$ cat config.mk
export PLATFORM = sky130hd
export DESIGN_NAME = image_burster
export DESIGN_NICKNAME = d
export VERILOG_FILES = /design/src/rtl/image_burster.sv
export SDC_FILE = /design/constraint.sdc
export NUM_CORES = 2
export LEC_CHECK = 0
export ABC_CLOCK_PERIOD_IN_PS = 4350
export CAP_MARGIN = 20
export CORE_MARGIN = 1
export CORE_UTILIZATION = 55
export CTS_BUF_LIST = sky130_fd_sc_hd__clkbuf_8
export DETAILED_ROUTE_END_ITERATION = 12
export GPL_TIMING_DRIVEN = 1
export PLACE_DENSITY = 0.71
export SYNTH_ARGS = -nofsm -noshare
export SYNTH_HDL_FRONTEND = slang
export SYNTH_MEMORY_MAX_BITS = 65536
export SYNTH_SLANG_ARGS = --single-unit
$ cat constraint.sdc
create_clock -name clk -period 4.35 [get_ports clk]
set_clock_uncertainty 0.2 [all_clocks]
set_input_delay 0.435 -clock clk [delete_from_list [all_inputs] [get_ports clk]]
set_output_delay 0.435 -clock clk [all_outputs]
set_load 0.02 [all_outputs]
$ cat src/rtl/image_burster.sv
// Ping-pong image buffer: absorbs a gapped input stream and replays each
// complete image as one contiguous burst of 2^LOG2_IMG_SIZE words.
module image_burster #(
  parameter int NO_CH         = 2,
  parameter int LOG2_IMG_SIZE = 10,
  parameter int THROUGHPUT    = 1,
  parameter int GAP           = 0
) (
  input  logic             clk,
  input  logic             rst,
  input  logic             vld_in,
  input  logic [NO_CH-1:0] data_in  [THROUGHPUT-1:0],
  output logic             rdy_out,
  output logic             vld_out,
  output logic [NO_CH-1:0] data_out [THROUGHPUT-1:0],
  output logic             last_out
);

  localparam int         W       = NO_CH * THROUGHPUT;
  localparam int         DEPTH   = 1 << LOG2_IMG_SIZE;
  localparam logic [1:0] GAP_CYC = 2'(GAP);

  typedef enum logic [1:0] {EMPTY, FILLING, FULL, DRAINING} buf_state_t;
  typedef enum logic {RD_IDLE, RD_BURST} rd_state_t;

  buf_state_t               buf_state [2];
  rd_state_t                rd_state;
  logic                     wr_sel;
  logic                     rd_sel;
  logic                     rel_pend;
  logic [LOG2_IMG_SIZE-1:0] wr_cntr;
  logic [LOG2_IMG_SIZE-1:0] rd_cntr;
  logic [1:0]               gap_cntr;
  logic [W-1:0]             mem [2][DEPTH];
  logic [W-1:0]             wr_word;
  logic [W-1:0]             rd_word;
  logic                     wr_en;
  logic                     rd_start;
  logic                     rd_issue;
  logic                     rd_final;

  always_comb begin
    wr_word = '0;
    for (int unsigned i = 0; i < THROUGHPUT; i++)
      wr_word[i*NO_CH +: NO_CH] = data_in[i];
  end

  always_comb begin
    for (int unsigned i = 0; i < THROUGHPUT; i++)
      data_out[i] = rd_word[i*NO_CH +: NO_CH];
  end

  assign rdy_out  = !rst && (buf_state[wr_sel] == EMPTY || buf_state[wr_sel] == FILLING);
  assign wr_en    = vld_in && rdy_out;
  assign rd_start = (rd_state == RD_IDLE) && (buf_state[rd_sel] == FULL) && (gap_cntr == 2'd0);
  assign rd_issue = !rst && ((rd_state == RD_BURST) || rd_start);
  assign rd_final = &rd_cntr;

  // Buffer storage and output word register are left unreset; rd_word only
  // changes on an issued read, so data_out holds while vld_out is low.
  always_ff @(posedge clk) begin
    if (wr_en)
      mem[wr_sel][wr_cntr] <= wr_word;
    if (rd_issue)
      rd_word <= mem[rd_sel][rd_cntr];
  end

  always_ff @(posedge clk) begin
    if (rst) begin
      buf_state[0] <= EMPTY;
      buf_state[1] <= EMPTY;
      wr_sel       <= 1'b0;
      rd_sel       <= 1'b0;
      wr_cntr      <= '0;
      rd_cntr      <= '0;
      rd_state     <= RD_IDLE;
      gap_cntr     <= '0;
      rel_pend     <= 1'b0;
      vld_out      <= 1'b0;
      last_out     <= 1'b0;
    end else begin
      if (wr_en) begin
        wr_cntr <= wr_cntr + 1'b1;
        if (&wr_cntr) begin
          buf_state[wr_sel] <= FULL;
          wr_sel            <= ~wr_sel;
        end else begin
          buf_state[wr_sel] <= FILLING;
        end
      end

      // rd_sel already points at the next buffer, so the drained one is ~rd_sel;
      // releasing it one edge late keeps it unwritable while its last word is out.
      rel_pend <= 1'b0;
      if (rel_pend)
        buf_state[~rd_sel] <= EMPTY;

      vld_out  <= rd_issue;
      last_out <= rd_issue && rd_final;

      if (rd_issue) begin
        if (rd_start)
          buf_state[rd_sel] <= DRAINING;
        if (rd_final) begin
          rd_cntr  <= '0;
          rd_state <= RD_IDLE;
          rd_sel   <= ~rd_sel;
          rel_pend <= 1'b1;
          gap_cntr <= GAP_CYC;
        end else begin
          rd_cntr  <= rd_cntr + 1'b1;
          rd_state <= RD_BURST;
        end
      end else if (gap_cntr != 2'd0) begin
        gap_cntr <= gap_cntr - 1'b1;
      end
    end
  end

endmodule

==> impl_metrics.env, run 1 <==
export IMPL_ys_ff_latch=4132
export IMPL_row_count=203
export IMPL_async_flop_share_pct=0
export IMPL_cts_buffers=649
export IMPL_ios=10
export IMPL_die_h_microns=557.4
export IMPL_yosys_warnings=0
export IMPL_yosys_top_cells_area="edfxtp_1 (73%), mux4_2 (11%), nor2_1 (4.8%), mux2i_1 (2.6%), clkbuf_1 (1.0%)"
export IMPL_dp_final_hpwl_mm=304.1
export IMPL_htree_levels=6
export IMPL_syn_area_sq_um=169600
export IMPL_globalplace_congestion=0.9497
export IMPL_dp_slack_ns=-0.4620
export IMPL_clk_path_buf_depth=4
export IMPL_grt_pass1_wl_mm=705.5
export IMPL_synth_nets=9843
export IMPL_grt_max_degree=238
export IMPL_ys_seq_area_share_pct=72.95
export IMPL_gr_total_overflow=0
export IMPL_synth_ff_type="edfxtp_1"
export IMPL_cts_sinks=4132
export IMPL_outcome="stopped before the end"
export IMPL_dpl_cell_count=13670
export IMPL_synth_top_area_share_pct=72.55
export IMPL_synth_area_leader_cell="edfxtp_1"
export IMPL_crit_endpoint="data_out[0]$_DFFE_PN_/D"
export IMPL_grt_usage_pct=32.11
export IMPL_avgSynthCellArea_sq_um=17.25
export IMPL_io_buffers=9
export IMPL_die_w_microns=557.4
export IMPL_worst_path_end_type="register data pin"
export IMPL_synthCells=9832
export IMPL_synth_edf_count=4098
export IMPL_grt_pass1_vias=99780
export IMPL_initial_core_util_pct=55.38
export IMPL_cts_root_buf="clkbuf_8"
export IMPL_post_cts_setup_buffer_count=0
export IMPL_grt_antenna_before_repair=32
export IMPL_error_line="Error: net1872 4 pin not visited #guides = 131"
export IMPL_lastStage="detailed routing (5_2_route)"
export IMPL_synth_cell_type_count=80
-- cells in the mapped netlist, types with 15 or more instances --
cell      instances
a22o_1           18
or3_1            16
buf_4            26
buf_2           137
buf_6            37
a22oi_1         137
buf_12           44
a221o_1          20
a211oi_1         37
a221oi_2         27
buf_1            69
a221oi_1         87
nor2_1         2152
edfxtp_1       4098
nand2_1         244
mux2_2           23
mux4_2          843
clkbuf_1        456
dfxtp_1          34
o22ai_1          42
inv_1            15
o221ai_1         50
a31oi_1          37
nor4_1           20
mux4_1           15
nor2b_1          35
buf_8            40
nand2b_1         26
nor3_1           62
a21oi_1         122
o21ai_1          24
mux2i_1         446
o21ai_0          76
nand3_1         116
-- cells by family after synthesis --
kind of cell / count (synthesis) / share of synthesized area (%)
DFF: 4132 / 72.95
xor gates and xnor gates: 16 / 0.08261
and+or+nand+nor: 2764 / 6.567
AOI/OAI and AO/OA: 763 / 3.316
muxes: 1327 / 14.21
adders and majority gates: 6 / 0.04426
buffers and inverters: 824 / 2.833
-- layer usage --
layer and GRT usage (%):
met5 0, met1 42.48, met3 8.917, met4 17.78, met2 48.54
-- repair_timing --
item,in CTS,in global routing
hold buffers,2,0
hold endpoints to repair,2634,0
gates resized for setup,3,5
endpoints found under the setup margin,2,2
cloned,0,0
-- through the flow --
| stage | hold slack [ns] | utilization, % | cell area (sq um) |
|---|---|---|---|
| after floorplan | 0.2338 | - | 169600 |
| after global placement | 0.2657 | 57.42 | 175900 |
| after CTS | 0.01281 | 61.26 | 187600 |
| after detailed placement | 0.2806 | 57.43 | 175900 |
| after global routing | 0.04053 | 61.27 | 187700 |
==> inputs of run 2 (changes only) <==
- CORE_UTILIZATION: 55 -> 40
- CTS_BUF_LIST: sky130_fd_sc_hd__clkbuf_8 -> not set
- PLACE_DENSITY: 0.71 -> not set
- PLACE_DENSITY_LB_ADDON: not set -> 0.15
==> impl_metrics.env, run 2 <==
export IMPL_outcome="finished clean"
export IMPL_rsz0062_at_grt="no"
export IMPL_clk_pin_slew_worst_paths_ns=0.07
export IMPL_cts_sinks=4132
export IMPL_cp_slowest_cell="mux4_2"
export IMPL_detail_route_antenna_nets=0
export IMPL_clk_path_buf_depth=4
export IMPL_p_leak_nw=56.53
export IMPL_crit_buf_inv=5
export IMPL_syn_area_sq_um=169600
export IMPL_final_hold_viol_count=0
export IMPL_dp_final_hpwl_mm=346.2
export IMPL_synth_edf_count=4098
export IMPL_ys_seq_area_share_pct=72.95
export IMPL_path_cells="buf_12 > buf_12 > mux4_2 > a22o_1 > o21ai_1 > o2111ai_1 > a41oi_1 > buf_4 > nor3_1 > buf_4 > nor4_2 > buf_4 > a32oi_1"
export IMPL_crit_type="flip-flop to flip-flop"
export IMPL_drt_initial_drc_count=12390
export IMPL_yosys_top_cells_area="edfxtp_1 (73%), mux4_2 (11%), nor2_1 (4.8%), mux2i_1 (2.6%), clkbuf_1 (1.0%)"
export IMPL_synth_nets=9843
export IMPL_mostFrequentLayoutCell="edfxtp_1"
export IMPL_synth_top_area_share_pct=72.55
export IMPL_grt_antenna_before_repair=43
export IMPL_row_count=238
export IMPL_ys_top_cells_by_count="edfxtp_1 (4,098), nor2_1 (2,152), mux4_2 (843), clkbuf_1 (456), mux2i_1 (446)"
export IMPL_hp_class="flip-flop to flip-flop"
export IMPL_path_common_cell="buf_4"
export IMPL_dr_pass1_iters=8
export IMPL_io_buffers=9
export IMPL_cts_tree="yes"
export IMPL_synth_ff_type="edfxtp_1"
export IMPL_stdcell_count=16110
export IMPL_hold_depth=1
export IMPL_wl_per_cell_microns=34.36
export IMPL_ys_ff_latch=4132
export IMPL_min_period_over_period_pct=98.43
export IMPL_synthMostInstantiatedCell="edfxtp_1"
export IMPL_globalplace_congestion=0.8811
export IMPL_slew_headroom_pct=8.391
export IMPL_ios=10
export IMPL_met1_usage_pct=35.49
export IMPL_cts_root_buf="clkbuf_16"
export IMPL_synthCells=9832
export IMPL_reg2reg_depth=13
export IMPL_cp_data_required_time_ns=4.91
export IMPL_use_met2_pct=40.23
export IMPL_max_freq_ghz=0.2335
export IMPL_via_per_inst=5.998
export IMPL_nFillCells=36140
export IMPL_synth_area_leader_cell="edfxtp_1"
export IMPL_largest_reg_flops=4096
export IMPL_fin_tns_setup_ns=0
export IMPL_setup_viol=0
export IMPL_layout_common_cells="edfxtp_1 (4,098), nor2_1 (2,143), mux4_2 (843)"
export IMPL_max_cap_violations=0
export IMPL_gr_total_overflow=0
export IMPL_busiest_layer="met2"
export IMPL_drv_slew=0
export IMPL_power_density_nw_per_um2=423.6
export IMPL_period_needed_ns=4.282
export IMPL_cp_max_fo=41
export IMPL_grt_usage_pct=25.60
export IMPL_vias=96650
export IMPL_layout_drive_gt1_share_pct=21.18
export IMPL_async_flop_share_pct=0
export IMPL_post_cts_setup_buffer_count=0
export IMPL_design_die_area_sq_um=426700
export IMPL_largest_register="mem"
export IMPL_reg_top3="mem x4096, rd_cntr x10, wr_cntr x10"
export IMPL_initial_core_util_pct=40.28
export IMPL_drc=0
export IMPL_path_depth=13
export IMPL_avgSynthCellArea_sq_um=17.25
export IMPL_grt_util_met3_pct=4.652
export IMPL_arrival_ns=4.84
export IMPL_htree_levels=5
export IMPL_die_h_microns=653.2
export IMPL_crit_path_end_kind="flip-flop"
export IMPL_clk_latency_ns=1.02
export IMPL_area_growth_pct=13.78
export IMPL_tightest_slew_ns=1.374
export IMPL_drt_wl_total_mm=553.7
export IMPL_layout_nets=10100
export IMPL_cp_top_family="buffers and inverters"
export IMPL_grt_pass1_wl_mm=769.0
export IMPL_dpl_cell_count=15290
export IMPL_die_w_microns=653.2
export IMPL_grt_pass1_vias=97500
export IMPL_grt_max_degree=218
export IMPL_cts_buffers=441
export IMPL_slowest_delay_ns=0.61
export IMPL_critPathLaunchType="flip-flop"
export IMPL_synth_cell_type_count=80
export IMPL_yosys_warnings=0
export IMPL_ir_drop_uv=335.0
export IMPL_core_area_sq_um=421100
-- run 2: kinds of logic (layout without fill, tap and decap cells) --
kind of cell	count (synthesis)	in the layout	share of synthesized area [%]
AO/OA/AOI/OAI	763	763	3.316
buffers and inverters	824	1451	2.833
other	0	15	0
AND/OR/NAND/NOR	2764	2764	6.567
multiplexers	1327	1327	14.21
XOR/XNOR	16	16	0.08261
adder cells (fa/ha/maj)	6	6	0.04426
flip-flops	4132	4132	72.95
-- run 2: through the flow --
step | setup WS (ns) | hold slack, ns | util [%] | area (sq um) | total power [mW]
global route | 0.002634 | 0.3138 | 45.83 | 193000 | 83.67
CTS | 0.02342 | 0.2645 | 45.81 | 192900 | 82.19
finish | 0.06815 | 0.3161 | 45.84 | 193000 | 81.75
global placement | -0.5588 | 0.2661 | 42.42 | 178600 | 45.52
detailed placement | -0.4927 | 0.2944 | 42.44 | 178700 | 45.57
floorplan | 1.255 | 0.2338 | - | 169600 | 44.73
-- run 2: routing by layer --
layer	vias to the layer above	wire, microns
met3	946	49960
met5	-	154
li1	39150	-
met2	4944	257100
met1	51600	222500
met4	12	24070
-- run 2: area by class of cell --
type                    instances  area, sq um  area share, %
clock buffers                 530        11500          5.957
inverters                      15        71.32        0.03695
flip-flops and latches       4132       123800          64.13
repair buffers                625         6359          3.295
well taps                    5640         7057          3.656
multi-input cells            4876        41600          21.55
clock inverters               281         2613          1.354
diodes                         15        37.54        0.01945
-- run 2: worst reg2reg max path: stages (launching register included) --
cell and delay, ns:
dfxtp_4 0.50, buf_12 0.24, buf_12 0.32, mux4_2 0.68, a22o_1 0.26, o21ai_1 0.14
o2111ai_1 0.12, a41oi_1 0.23, buf_4 0.18, nor3_1 0.06, buf_4 0.18, nor4_2 0.60
buf_4 0.27, a32oi_1 0.07
-- run 2: path summary, 6_finish.rpt --
| path | start | endpoint | slack, ns |
|---|---|---|---|
| max | flip-flop | data_out[1] | 0.07 |
| min reg2reg | rel_pend | buf_state[1][0] | 0.32 |
| max reg2reg | flip-flop | data_out[1] | 0.07 |
| min | rel_pend | buf_state[1][0] | 0.32 |
-- run 2: timing repair --
action                                  CTS  global route
endpoints found under the setup margin    2             2
hold buffers                              2             0
resized for setup                         9             9
hold endpoints to repair                482             0
gates cloned                              0             1
pin swaps                                 0             0
-- run 2: power by group --
group          switching, mW  internal, mW
logic                  0.835         0.131
registers            0.00898          43.8
clock network           15.9          21.2
total                   16.7          65.0
(Power assumes the default switching activity.)
